## src/rtl/counter_arbiter.sv

```systemverilog
// Round-robin arbiter that lends one shared up-counter to NREQ requesters.
// The owner counts from 0 to its latched length, then gets a one-cycle done pulse.
module counter_arbiter #(
  parameter int NREQ = 4,
  parameter int W    = 4
) (
  input  logic                     clk,
  input  logic                     reset,
  input  logic                     enable,
  input  logic [NREQ-1:0]          req,
  input  logic [NREQ*W-1:0]        len,
  output logic [NREQ-1:0]          gnt,
  output logic                     busy,
  output logic [W-1:0]             cnt_q,
  output logic                     done,
  output logic [$clog2(NREQ)-1:0]  done_id
);

  localparam int IW = $clog2(NREQ);

  localparam logic [1:0] IDLE  = 2'd0;
  localparam logic [1:0] COUNT = 2'd1;
  localparam logic [1:0] DONE  = 2'd2;

  logic [1:0]      state;
  logic [W-1:0]    len_l;
  logic [IW-1:0]   last;
  logic [W-1:0]    len_arr [NREQ];

  logic            win_found;
  logic [IW-1:0]   win_idx;
  logic [IW-1:0]   scan;
  logic [NREQ-1:0] win_onehot;

  for (genvar i = 0; i < NREQ; i++) begin : g_len
    assign len_arr[i] = len[i*W +: W];
  end

  // Scan starts one past the last owner and wraps, so the last owner is tried last.
  always_comb begin
    win_found  = 1'b0;
    win_idx    = last;
    scan       = last;
    win_onehot = '0;
    for (int k = 0; k < NREQ; k++) begin
      scan = (scan == IW'(NREQ - 1)) ? '0 : scan + IW'(1);
      if (!win_found && req[scan]) begin
        win_found = 1'b1;
        win_idx   = scan;
      end
    end
    win_onehot[win_idx] = 1'b1;
  end

  assign busy = (state == COUNT);
  assign done = (state == DONE);

  always_ff @(posedge clk or posedge reset) begin
    if (reset) begin
      state   <= IDLE;
      gnt     <= '0;
      cnt_q   <= '0;
      len_l   <= '0;
      last    <= IW'(NREQ - 1);
      done_id <= '0;
    end else begin
      case (state)
        IDLE: begin
          cnt_q <= '0;
          gnt   <= '0;
          if (win_found) begin
            state <= COUNT;
            gnt   <= win_onehot;
            len_l <= len_arr[win_idx];
            last  <= win_idx;
          end
        end
        COUNT: begin
          // A dropped owner request wins over reaching the terminal count.
          if (!req[last]) begin
            state <= IDLE;
            gnt   <= '0;
            cnt_q <= '0;
          end else if (enable) begin
            if (cnt_q == len_l) begin
              state   <= DONE;
              gnt     <= '0;
              done_id <= last;
            end else begin
              cnt_q <= cnt_q + W'(1);
            end
          end
        end
        DONE: begin
          state <= IDLE;
          cnt_q <= '0;
        end
        default: begin
          state <= IDLE;
          gnt   <= '0;
          cnt_q <= '0;
        end
      endcase
    end
  end

endmodule

```

## config.mk

```make
export PLATFORM = sky130hd
export DESIGN_NAME = counter_arbiter
export DESIGN_NICKNAME = d
export VERILOG_FILES = /design/src/rtl/counter_arbiter.sv
export SDC_FILE = /design/constraint.sdc
export NUM_CORES = 1
export LEC_CHECK = 0
export ABC_AREA = 0
export CORE_UTILIZATION = 43
export CTS_CLUSTER_DIAMETER = 200
export DETAILED_ROUTE_END_ITERATION = 16
export PLACE_DENSITY = 0.71
export SKIP_CTS_REPAIR_TIMING = 1
export SYNTH_ARGS = -nofsm -noshare
export SYNTH_HDL_FRONTEND = slang
export SYNTH_SLANG_ARGS = --single-unit
```

## constraint.sdc

```tcl
create_clock -name clk -period 2.75 [get_ports clk]
set_clock_uncertainty 0.05 [all_clocks]
set_input_delay 0.825 -clock clk [delete_from_list [all_inputs] [get_ports clk]]
set_output_delay 0.825 -clock clk [all_outputs]
set_load 0.01 [all_outputs]
```

Yosys cells after proc, flatten, opt, wreduce, memory -nomap -nowiden
Cells that the tools add are included.

Add/subtract/negate cells: 5. $lt $le $gt $ge: 8. Eq/ne operators: 11. Mux-type cells: 41. Bitwise operators: 2. Reductions and logical operators: 13.

Operators with widths (number): 4-bit two-way mux (10); 2-bit two-way mux (12); 2-bit by 3-bit less-than comparator with 1-bit output, second input constant (6); 4-bit one-hot mux with 3 select lines (1); 1-bit binary-select mux with 2-bit select (5); 2-bit == test, second input constant (5); 1-bit two-way mux (10); 2-bit by 1-bit adder with 2-bit output, second input constant (4); 4-bit binary-select mux with 2-bit select (1); 3-bit != test, second input constant (2); 3-bit AND reduction (2); 4-bit by 1-bit adder with 4-bit output, second input constant (1); 4-bit == test (1); 1-bit logical AND (4); 2-bit one-hot mux with 2 select lines (1); 2-bit AND reduction (2); 4-bit AND reduction (1); 3-bit >= comparator, second input constant (1); 1-bit zero test (3); 3-bit by 2-bit != test with 1-bit output, second input constant (1); 2-bit inverter with 3-bit output (1); 1-bit demux with 2-bit select (1); 2-bit by 1-bit == test with 1-bit output, second input constant (1); 2-bit by 1-bit >= comparator with 1-bit output, second input constant (1); 3 further kinds (3).

Flip-flop bits (word level): 18. Bits of input ports: 23. Output and inout port bits: 12. Logic and storage cells: 86.

Logic depth before layout (Yosys ltp)
Gate-level depths: netlist of run 1.

Depth after elaboration: 20. Gate-level depth with buffers: 11. Depth with buffers taken out: 8.

Least setup slack after synthesis of run 1
No wires, ideal clock.

Path type: reg2reg. From: register last[1]. To: register len_l[0]. Library setup time: 0.126 ns. Arrival: 2.406 ns. Required time: 2.574 ns. Setup slack: 0.168 ns. Cell stages (with the launch flop): 10. Buffers on the path: 2. Period minus slack after synthesis: 2.582 ns. Path through: dfstp_2 ha_1 buf_6 a2111oi_2 o32ai_2 o31ai_4 buf_6 mux2i_1 o21ai_1 a221o_1.

Word-level cells in the longest chain between the ends: 18. Elaborated cells on any way between the ends: 39. Classes of those cells: add/sub: 4; eq/ne: 4; mux: 23; bitwise: 1; reduce/logical: 7.

RTL lines: start, declared (RTL line 27) `logic [IW-1:0] last;`; start signal, assigned (RTL line 64) `last <= IW'(NREQ - 1);`; start signal, assigned (RTL line 75) `last <= win_idx;`; branches (longest 18 deep; another with 2-bit by 1-bit adder with 2-bit output); end signal, assigned (RTL line 74) `len_l <= len_arr[win_idx];`; end, declared (RTL line 26) `logic [W-1:0] len_l;`.

Several ways; the timed one is not identified. The select of a mux whose other input is x is not followed. A chain may end at the register's enable or synchronous reset.

Worst setup path after layout of run 1
From: input req[2]. To: register len_l[2].

Word-level cells in the longest chain between the ends: 16. Elaborated cells on any way between the ends: 27. Classes of those cells: mux: 19; bitwise: 1; reduce/logical: 7.

RTL lines: start, declared (RTL line 10) `input logic [NREQ-1:0] req,`; 1-bit binary-select mux with 2-bit select (RTL line 47) `if (!win_found && req[scan]) begin`; 1-bit two-way mux (not written as such) (RTL line 47); 1-bit two-way mux (RTL line 47); 1-bit zero test (RTL line 47); 1-bit logical AND (RTL line 47); 1-bit two-way mux (RTL line 47); 1-bit zero test (RTL line 47); 1-bit logical AND (RTL line 47); 1-bit two-way mux (RTL line 47); 1-bit zero test (RTL line 47); 1-bit logical AND (RTL line 47); 2-bit two-way mux (RTL line 47); 2-bit inverter with 3-bit output (not written as such) (RTL line 74); 4-bit binary-select mux with 2-bit select (RTL line 74); 4-bit two-way mux (not written as such) (2 in series) (RTL line 74).

Parallel ways exist; a longest one is shown, timed or not. The select of a mux whose other input is x is not followed.

==> flow_summary.yaml, run 1 <==
run_status:
  status: "finished with violations"
  violations: "design-rule violations"
power_and_ir_drop:
  power.density_mw_per_mm2: 1120
  p_sw_uw: 897
  sw_frac_of_total: 0.426
  p_leak_uw: 0.000838
  max-vdd-ir-drop_uv: 629
  p_clk_frac: 0.079
  fin_total_pwr_uw: 2110
  p_int_uw: 1210
  p_comb_frac: 0.710
  power_frac_seq: 0.211
critical_path:
  crit_type: "in -> reg"
  crit_arrival_ns: 2.84
  crit_fanout: 8
  crit_start: "req[2]"
  endpoint: "len_l[2]$_DFFE_PP0P_"
  rr_startpoint: "last[1]$_DFFE_PP1P_"
  worstSetupStartpointType: "input port"
  end_kind: "flip-flop"
  worstReg2RegEnd: "len_l[0]$_DFFE_PP0P_"
  rrSetupSlack_ns: 0.18
  reg2reg_depth: 11
  cp.required_ns: 2.89
sta:
  max-slew-margin-rel: 0.543
  hold_viol: 0
  fin_crit_ns: 2.70
  fin_crit_sh: 0.983
  finalMaxSlewViolations: 0
  setup_violations: 0
  tightest_slew_ns: 0.684
  max_freq_mhz: 370
die:
  rows: 19
  die-area_sq_mm: 0.00327
  die_w_um: 57.2
  io_pins: 35
  core_area_sq_mm: 0.00283
  die_h_um: 57.2
  start_util: 0.463
synth:
  syn_area_sq_mm: 0.00131
  syn_avg_cell_area_sq_um: 9.69
  ys_warn_count: 0
  synth_edf_count: 0
  synth_flop_cell: "dfrtp_1"
  seq_area_frac_synth: 0.346
  async_reset_ff_frac: 1.00
  yosysUniqueCellTypes: 51
  synth_cells: 135
  synth.ff_latch_count: 18
  synth_nets: 160
clock_tree:
  cts_buffers: 3
  clock_sinks: 18
  root_buffer: "clkbuf_4"
  htreeDepth: 1
  clk_pin_slew_ns: 0.11
  cts_tree: "done"
  worstSkewPairLatency_ns: 0.29
  clk_path_buf_depth: 2
grt:
  grt_max_degree: 19
  overflow: 0
  antenna_found_initial: 0
  grtUsageTotal: 0.212
  grt_pass1_vias: 1210
  grt_pass1_wl_um: 5350
routing:
  vias: 1305
  drtIter0Drc: 62
  wl_per_cell_um: 16.5
  ant_nets: 0
  firstDrtPassIters: 11
  drcViolationCount: 2
  via_per_inst: 5.93
  wl_um: 3620
placed_design:
  hpwl_um: 2640
  gp_congestion: 0.792
  port_buffers: 34
  placed_cells_incl_taps: 213
min_path:
  worstHoldStart: "done_id[1]$_DFFE_PP0P_"
  hold_path_class: "reg -> reg"
layout:
  syn_to_final_growth_pct: 43.8
  stdcell_count: 220
  n_antenna_cell: 0
  drive_above_1_share: 0.254
  finalCoreUtilization: 0.665
  nNetsFinal: 215
job:
  maxCapViolCount: 0
power groups by stage:
stage | Clock, uW | Sequential, uW | Combinational (uW)
6_report | 167 | 444 | 1490
3_5_place_dp | 0 | 442 | 1380
5_1_grt | 179 | 455 | 1600
4_1_cts | 166 | 437 | 1380
2_1_floorplan | 0 | 446 | 928
3_3_place_gp | 0 | 439 | 1330
cells by family (layout without fill, tap and decap cells):
logic type | Yosys count | count (layout) | synth area share
XOR/XNOR | 6 | 6 | 0.0402
buffers and inverters | 18 | 71 | 0.0813
AO/OA/AOI/OAI | 41 | 41 | 0.255
AND/OR/NAND/NOR | 42 | 43 | 0.186
flip-flops | 18 | 18 | 0.346
adder cells (fa/ha/maj) | 2 | 2 | 0.0191
multiplexers | 8 | 8 | 0.0717
final cells by class:
cell class	instances	area (sq um)
inverter	7	26.3
multi-input combinational	100	783
timing repair buffer	60	544
clock buffer	4	36.3
fill	236	947
sequential	18	453
tap	31	38.8
flip-flops by register name, summed over array words and instances (netlist names):
signal / count
gnt: 4
done_id: 2
state: 2
len_l: 4
cnt_q: 4
last: 2
stage by stage:
step	TNS, ns	hold slack, ns	setup slack (ns)	cell area [sq um]
after detailed placement	-2.53	0.420	-0.419	1790
after floorplan	0	0.464	0.168	1310
after CTS	-0.201	0.444	-0.0934	1820
after global routing	-0.00992	0.467	-0.00944	1880
after global placement	-1.77	0.413	-0.292	1790
final	0	0.438	0.0455	1880
cells in the mapped netlist (2+ instances only):
master	n	share of area
dfrtp_1	16	0.31
nand2_1	8	0.023
inv_1	6	0.017
mux2i_1	6	0.046
nor2_1	6	0.017
o21ai_0	6	0.023
o21ai_1	6	0.023
nand3_1	5	0.019
nor2b_1	5	0.024
xor2_1	5	0.033
a21oi_1	4	0.015
a221o_1	4	0.031
buf_2	4	0.015
nand3b_1	4	0.023
buf_4	3	0.017
buf_6	3	0.026
a21o_1	2	0.011
a22o_1	2	0.013
dfstp_2	2	0.040
ha_1	2	0.019
nand2b_1	2	0.0096
nor4_1	2	0.0096
o21bai_1	2	0.011
o22ai_1	2	0.0096
or3_1	2	0.0096
worst min path at each step:
| stage | depth (start not counted) | slack (ns) | end |
|---|---|---|---|
| 2_1_floorplan | 2 | 0.46 | done_id[0]$_DFFE_PP0P_ |
| 3_3_place_gp | 1 | 0.41 | gnt[1]$_DFFE_PP0P_ |
| 3_5_place_dp | 2 | 0.42 | done_id[1]$_DFFE_PP0P_ |
| 4_1_cts | 2 | 0.44 | done_id[1]$_DFFE_PP0P_ |
| 5_1_grt | 2 | 0.47 | done_id[0]$_DFFE_PP0P_ |
| 6_report | 2 | 0.44 | done_id[1]$_DFFE_PP0P_ |
metal layers:
layer / global-route usage / share of wire
met1: 0.275 / 0.43
met2: 0.373 / 0.49
met3: 0.0295 / 0.051
met4: 0.0557 / 0.031
met5: 0 / 0
layout by cell type, fill, tap and decap left out, types with 2 or more instances in the layout:
cell type,instances
nor2b_1,5
o21ai_1,6
xor2_1,5
a21o_1,2
nand2_2,3
o22ai_1,2
dfstp_2,2
a21oi_1,4
dfrtp_1,16
mux2i_1,6
o21bai_1,2
o21ai_0,6
buf_4,24
inv_1,6
clkbuf_4,3
a22o_1,2
nand2b_1,2
nand3b_1,4
nor4_1,2
dlymetal6s2s_1,3
nand3_1,5
nand2_1,7
clkdlybuf4s50_1,31
nor2_1,6
a221o_1,4
or3_1,2
worst max-delay path, stage by stage:
cell	delay, ns
clkdlybuf4s50_1	0.52
buf_4	0.17
mux2_2	0.16
o22ai_1	0.10
a221oi_2	0.33
nand2_2	0.20
nand2_2	0.13
nor2_4	0.05
a221o_1	0.34
Power figures use the tool's default switching activity.
==> run 2, diff against run 1 <==
--- a/config.mk
+++ b/config.mk
@@ -7,7 +7,7 @@
 export LEC_CHECK = 0
 export ABC_AREA = 0
 export CORE_UTILIZATION = 43
-export CTS_CLUSTER_DIAMETER = 200
+export CTS_CLUSTER_DIAMETER = 30
 export DETAILED_ROUTE_END_ITERATION = 16
 export PLACE_DENSITY = 0.71
 export SKIP_CTS_REPAIR_TIMING = 1
==> results of run 2 <==
No change in the layout: final DEF, timing and power equal those of run 1.
==> run 3, diff against run 2 <==
--- a/config.mk
+++ b/config.mk
@@ -5,7 +5,6 @@
 export SDC_FILE = /design/constraint.sdc
 export NUM_CORES = 1
 export LEC_CHECK = 0
-export ABC_AREA = 0
 export CORE_UTILIZATION = 43
 export CTS_CLUSTER_DIAMETER = 30
 export DETAILED_ROUTE_END_ITERATION = 16
==> results of run 3 <==
No change in the layout: final DEF, timing and power equal those of run 1.
